[src/rtl/load_store_queue_pkg.sv]
// Shared encodings for the load/store queue: opcodes, tags, FSM states and the
// per-slot payload record.
package load_store_queue_pkg;

  localparam logic [1:0] LS_OP_LW    = 2'd0;
  localparam logic [1:0] LS_OP_SW    = 2'd1;
  localparam logic [3:0] NO_LABEL    = 4'd0;
  localparam int         LSQ_CDB_IDX = 3;

  typedef enum logic [1:0] {
    LSQ_IDLE   = 2'd0,
    LSQ_LD_RD  = 2'd1,
    LSQ_LD_CDB = 2'd2,
    LSQ_ST_WR  = 2'd3
  } lsq_state_e;

  typedef struct packed {
    logic [1:0]  op;
    logic [31:0] v1;
    logic [3:0]  q1;
    logic [31:0] v2;
    logic [3:0]  q2;
    logic [15:0] immd;
  } lsq_slot_t;

  function automatic logic [31:0] lsq_eff_addr(input logic [31:0] base, input logic [15:0] immd);
    return base + {{16{immd[15]}}, immd};
  endfunction

endpackage

[src/rtl/load_store_queue_lsq_entry.sv]
// One queue slot: holds an issued lw/sw and snoops the CDB for its pending
// base/data operands, including a same-cycle bypass at issue.
module lsq_entry
  import load_store_queue_pkg::*;
(
  input  logic        clk,
  input  logic        nRST,
  input  logic        wr_en_i,
  input  logic        retire_i,
  input  lsq_slot_t   slot_i,
  input  logic        bc_en_i,
  input  logic [3:0]  bc_label_i,
  input  logic [31:0] bc_data_i,
  output logic        valid_o,
  output lsq_slot_t   slot_o
);

  logic      valid_q, valid_d;
  lsq_slot_t slot_q, slot_d;

  always_comb begin
    valid_d = valid_q;
    slot_d  = slot_q;
    if (wr_en_i) begin
      valid_d = 1'b1;
      slot_d  = slot_i;
    end
    // Same capture rule serves the issue bypass and the resident snoop.
    if (wr_en_i || valid_q) begin
      if (bc_en_i && slot_d.q1 != NO_LABEL && slot_d.q1 == bc_label_i) begin
        slot_d.v1 = bc_data_i;
        slot_d.q1 = NO_LABEL;
      end
      if (bc_en_i && slot_d.q2 != NO_LABEL && slot_d.q2 == bc_label_i) begin
        slot_d.v2 = bc_data_i;
        slot_d.q2 = NO_LABEL;
      end
    end
    if (retire_i) valid_d = 1'b0;
  end

  always_ff @(posedge clk) begin
    if (!nRST) begin
      valid_q <= 1'b0;
      slot_q  <= '0;
    end else begin
      valid_q <= valid_d;
      slot_q  <= slot_d;
    end
  end

  assign valid_o = valid_q;
  assign slot_o  = slot_q;

endmodule

[src/rtl/load_store_queue.sv]
// In-order load/store queue: issues lw/sw into a circular buffer of lsq_entry
// slots, executes the head against a synchronous memory, broadcasts loads on the CDB.
module load_store_queue
  import load_store_queue_pkg::*;
#(
  parameter int         DEPTH      = 4,
  parameter logic [3:0] LABEL_BASE = 4'd12,
  parameter int         ADDR_W     = 8
) (
  input  logic              clk,
  input  logic              nRST,
  input  logic              WEN,
  input  logic [1:0]        opCode,
  input  logic [31:0]       dataIn1,
  input  logic [3:0]        label1,
  input  logic [31:0]       dataIn2,
  input  logic [3:0]        label2,
  input  logic [15:0]       immd16,
  output logic              isFull,
  output logic [3:0]        writeable_labelOut,
  input  logic              BCEN,
  input  logic [3:0]        BClabel,
  input  logic [31:0]       BCdata,
  output logic              require,
  input  logic              requireAC,
  output logic [31:0]       dataOut,
  output logic [3:0]        labelOut,
  output logic [ADDR_W-1:0] mem_addr,
  output logic              mem_rd,
  output logic              mem_we,
  output logic [31:0]       mem_wdata,
  input  logic [31:0]       mem_rdata
);

  localparam int PTR_W = $clog2(DEPTH);
  localparam int CNT_W = PTR_W + 1;

  lsq_state_e       state_q, state_d;
  logic [PTR_W-1:0] head_q, tail_q;
  logic [CNT_W-1:0] count_q;
  logic [31:0]      dout_q;
  logic [3:0]       lout_q;

  logic             issue, retire, head_ready, head_is_sw;
  logic             valids [DEPTH];
  lsq_slot_t        slots  [DEPTH];
  lsq_slot_t        head_slot, new_slot;

  assign isFull             = (count_q == CNT_W'(DEPTH));
  assign issue              = WEN && !isFull;
  assign writeable_labelOut = LABEL_BASE + 4'(tail_q);

  assign new_slot = '{op: opCode, v1: dataIn1, q1: label1, v2: dataIn2, q2: label2, immd: immd16};

  for (genvar i = 0; i < DEPTH; i++) begin : g_entry
    lsq_entry u_entry (
      .clk        (clk),
      .nRST       (nRST),
      .wr_en_i    (issue && (tail_q == PTR_W'(i))),
      .retire_i   (retire && (head_q == PTR_W'(i))),
      .slot_i     (new_slot),
      .bc_en_i    (BCEN),
      .bc_label_i (BClabel),
      .bc_data_i  (BCdata),
      .valid_o    (valids[i]),
      .slot_o     (slots[i])
    );
  end

  assign head_slot  = slots[head_q];
  assign head_is_sw = (head_slot.op == LS_OP_SW);
  assign head_ready = valids[head_q] && (head_slot.q1 == NO_LABEL) &&
                      (!head_is_sw || head_slot.q2 == NO_LABEL);

  always_ff @(posedge clk) begin
    if (!nRST) state_q <= LSQ_IDLE;
    else       state_q <= state_d;
  end

  always_comb begin
    state_d = state_q;
    case (state_q)
      LSQ_IDLE:   if (head_ready) state_d = head_is_sw ? LSQ_ST_WR : LSQ_LD_RD;
      LSQ_LD_RD:  state_d = LSQ_LD_CDB;
      LSQ_LD_CDB: if (requireAC) state_d = LSQ_IDLE;
      LSQ_ST_WR:  state_d = LSQ_IDLE;
      default:    state_d = LSQ_IDLE;
    endcase
  end

  always_comb begin
    require   = (state_q == LSQ_LD_CDB);
    mem_rd    = (state_q == LSQ_IDLE) && head_ready && !head_is_sw;
    mem_we    = (state_q == LSQ_ST_WR);
    retire    = mem_we || (require && requireAC);
    mem_addr  = '0;
    mem_wdata = '0;
    if (mem_rd || mem_we) mem_addr = ADDR_W'(lsq_eff_addr(head_slot.v1, head_slot.immd) >> 2);
    if (mem_we) mem_wdata = head_slot.v2;
  end

  always_ff @(posedge clk) begin
    if (!nRST) begin
      head_q  <= '0;
      tail_q  <= '0;
      count_q <= '0;
      dout_q  <= '0;
      lout_q  <= '0;
    end else begin
      if (issue)  tail_q <= tail_q + 1'b1;
      if (retire) head_q <= head_q + 1'b1;
      case ({issue, retire})
        2'b10:   count_q <= count_q + 1'b1;
        2'b01:   count_q <= count_q - 1'b1;
        default: count_q <= count_q;
      endcase
      if (state_q == LSQ_LD_RD) begin
        dout_q <= mem_rdata;
        lout_q <= LABEL_BASE + 4'(head_q);
      end
    end
  end

  assign dataOut  = dout_q;
  assign labelOut = lout_q;

endmodule

[config.mk]
export PLATFORM = sky130hd
export DESIGN_NAME = load_store_queue
export DESIGN_NICKNAME = d
export VERILOG_FILES = /design/src/rtl/load_store_queue_pkg.sv /design/src/rtl/load_store_queue_lsq_entry.sv /design/src/rtl/load_store_queue.sv
export SDC_FILE = /design/constraint.sdc
export NUM_CORES = 1
export LEC_CHECK = 0
export ABC_AREA = 1
export BUFFER_PORTS_ARGS = -buffer_cell sky130_fd_sc_hd__buf_4
export CAP_MARGIN = 20
export CORE_MARGIN = 2
export CORE_UTILIZATION = 60
export DETAILED_ROUTE_END_ITERATION = 8
export PLACE_DENSITY = 0.85
export SLEW_MARGIN = 20
export SYNTH_ARGS = -nofsm -noshare
export SYNTH_HDL_FRONTEND = slang
export SYNTH_SLANG_ARGS = --single-unit
export TNS_END_PERCENT = 100
[constraint.sdc]
create_clock -name clk -period 7.4 [get_ports clk]
set_input_delay 0.74 -clock clk [delete_from_list [all_inputs] [get_ports clk]]
set_output_delay 0.74 -clock clk [all_outputs]
set_load 0.02 [all_outputs]
==> flow_summary.toml <==
[floorplan]
initial_core_util_pct = 61.1
coreArea_sq_um = 27900
placementRows = 61
die_w_um = 172
die_h_um = 172
io_pins = 247
dieArea_sq_um = 29700

[routing]
met3WireLength_um = 6150
dr.pass1.iters = 8
routed_wl_um = 52900
vias = 18400
drtIter0Drc = 2121
wl_met1_um = 20600
route.met2.wl_um = 24200
drtAntennaViolNets = 0
wl_per_cell_um = 15.9
top_layer = "met5"
drc = 0
viasPerCell = 5.55

[timing]
slew-limit-headroom_pct = 26.4
max_slew.worst_pin.slew_ns = 1.10
fin_hold_ws_ns = 0.456
setup_viol = 0
fin_setup_tns_ns = 0
skew_ns = 0.0108
hold_viol = 0
min_period_ns = 4.94
rsz0062_at_grt = "no"
fmax_ghz = 0.203
drv_slew = 0
fin_crit_sh_pct = 66.7
setup_ws_ns = 2.46

[critical_path]
reg2reg_depth = 13
r2r_end = "g_entry[1].u_entry.slot_o[62]"
max_stage_delay_ns = 0.59
endpoint = "mem_addr[6]"
cp.arrival_ns = 4.20
reg2reg_slack_ns = 3.49
crit_path_start_kind = "flip-flop"
cp-end-kind = "primary output"
crit_top_cell = "nand2_1"
rr_startpoint = "tail_q[1]"
worstPathRequired_ns = 6.66
startpoint = "head_q[0]"
cp_max_fo = 48
crit_type = "flip-flop to primary output"
critPathSlowestCell = "dfxtp_4"
cp_cell_sequence = "clkinv_2 > buf_4 > o21ai_0 > o22ai_1 > ha_1 > nand4_1 > o21ai_0 > nand2_1 > nand2_1 > nand2_1 > nand2_1 > nand2_1 > a21oi_1 > buf_4"

[placed_design]
pre_cts_ws_ns = 3.15
portBuffers = 216
hpwl_um = 32100
gp_congestion = 0.928

[yosys]
yosys-top-cells-area = "dfxtp_1 (35%), nand2_1 (21%), nor2_1 (10%)"
yosys_warnings = 0
synth.ff_latch_count = 296
ys.flop_type = "dfxtp_1"
syn_avg_cell_area_sq_um = 6.01
synth_top_area_cell = "dfxtp_1"
ys_top_cells_by_count = "nand2_1 (933), nor2_1 (472), dfxtp_1 (296)"
yosysMostFrequentCell = "nand2_1"
syn_inst = 2830
synth-edff-count = 0
seq_area_frac_synth_pct = 34.8
synthDistinctLibCells = 39
syn_area_sq_um = 17000
yosysTopAreaCellShare_pct = 34.8
async_flop_share_pct = 0

[pwr]
ir_drop_mv = 0.166
p_leak_nw = 9.42
switching_share_pct = 30.2
p_comb_share_pct = 19.5
p_switching_mw = 1.25
pwr-share-clk_pct = 38.8
power_density_nw_per_um2 = 214
power_frac_seq_pct = 41.7
p_int_mw = 2.89
total_power_mw = 4.14

[hold_path]
hold_class = "flip-flop to flip-flop"
whs_path_depth = 2

[clock_network]
cts_tree = "built"
post-cts-setup-buffers = 0
numCtsBuffers = 34
clkSlewWorstSetupHoldPaths_ns = 0.06
h-tree-depth = 2
cts_resized = 0
cts_max_path_buffers = 3
clock_sinks = 296
clock-root-buffer = "clkbuf_16"
insertion_delay_ns = 0.51
ctsHoldBuffers = 0

[global_routing]
overflow = 0
antenna_found_initial = 1
grt_pass1_vias = 17000
grt_start_max_net_pins = 144
grt_pass1_wl_um = 83300
grt_use_total_pct = 35.0

[final_layout]
num_antenna_cells = 0
drive_gt1_share_pct = 12.3
area_growth_pct = 13.9
nNetsFinal = 3106

[run_status]
status = "finished clean"

[job]
max_cap_violations = 0
==> cells in the final DEF (no fill, tap or decap), types with 13 or more instances in the layout <==
cell type / count
a21oi_1: 166
nand3_2: 13
inv_1: 282
nand2_2: 22
nor2_2: 17
o21ai_0: 233
dfxtp_1: 294
o22ai_1: 16
nand3_1: 117
clkbuf_16: 35
nor2_1: 472
buf_4: 230
ha_1: 17
nand2_1: 933
nand4_1: 15
==> cells by family after synthesis <==
logic type,share of synthesized area (%)
muxes,0.118
other,0.0220
adders and majority gates,1.37
buffers and inverters,11.9
AOI/OAI and AO/OA,12.7
DFF,34.8
and+or+nand+nor,38.7
xor gates and xnor gates,0.360
==> how the worst min path moves through the flow <==
stage | from | to | slack (ns)
detailed placement | g_entry[2].u_entry.slot_o[9] | g_entry[2].u_entry.slot_o[9] | 0.45
CTS | g_entry[2].u_entry.slot_o[9] | g_entry[2].u_entry.slot_o[9] | 0.46
global route | g_entry[2].u_entry.slot_o[88] | g_entry[2].u_entry.slot_o[88] | 0.48
floorplan | g_entry[1].u_entry.slot_o[89] | g_entry[1].u_entry.slot_o[89] | 0.43
global placement | g_entry[1].u_entry.slot_o[89] | g_entry[1].u_entry.slot_o[89] | 0.44
finish | g_entry[2].u_entry.slot_o[9] | g_entry[2].u_entry.slot_o[9] | 0.46
==> power by group through the flow <==
stage / Combinational [mW] / Sequential [mW] / Clock, mW
3_3_place_gp: 0.764 / 1.76 / 0
3_5_place_dp: 0.785 / 1.76 / 0
6_report: 0.808 / 1.73 / 1.61
4_1_cts: 0.790 / 1.73 / 1.62
5_1_grt: 0.894 / 1.74 / 1.68
2_1_floorplan: 0.534 / 1.77 / 0
==> routing by layer <==
| metal | track usage [%] | vias up |
|---|---|---|
| li1 | - | 8925 |
| met1 | 44.0 | 8273 |
| met2 | 58.6 | 1051 |
| met3 | 6.78 | 177 |
| met4 | 15.3 | 2 |
| met5 | 0 | - |
==> registers in the layout, summed over array words and instances (netlist names) <==
signal,flops
count_q,3
head_q,2
state_q,2
labelOut,3
tail_q,2
g_entry.u_entry.slot_o,248
dataOut,32
g_entry.u_entry.valid_o,4
==> area by class of cell <==
class / count / area, sq um
tap: 378 / 473
multi-input combinational: 2065 / 9080
fill: 2424 / 8480
sequential: 296 / 5930
timing repair buffer: 231 / 1740
inverter: 297 / 1120
clock buffer: 49 / 1010
clock inverter: 5 / 36.3
==> critical path, delay by kind of cell (launching register included) <==
| kind | cells | cell delay, ns |
|---|---|---|
| simple gates | 6 | 0.50 |
| buf+inv | 3 | 1.23 |
| fa+ha+maj | 1 | 0.40 |
| flops | 1 | 0.59 |
| compound gates | 4 | 0.92 |
==> stage by stage <==
stage / instances / cell area, sq um / utilization [%]
floorplan: 2831 / 17000 / -
global placement: 3267 / 18300 / 65.8
detailed placement: 3267 / 18300 / 65.8
CTS: 3321 / 19400 / 69.6
global route: 3321 / 19400 / 69.6
finish: 3321 / 19400 / 69.6
Power figures use the tool's default switching activity.
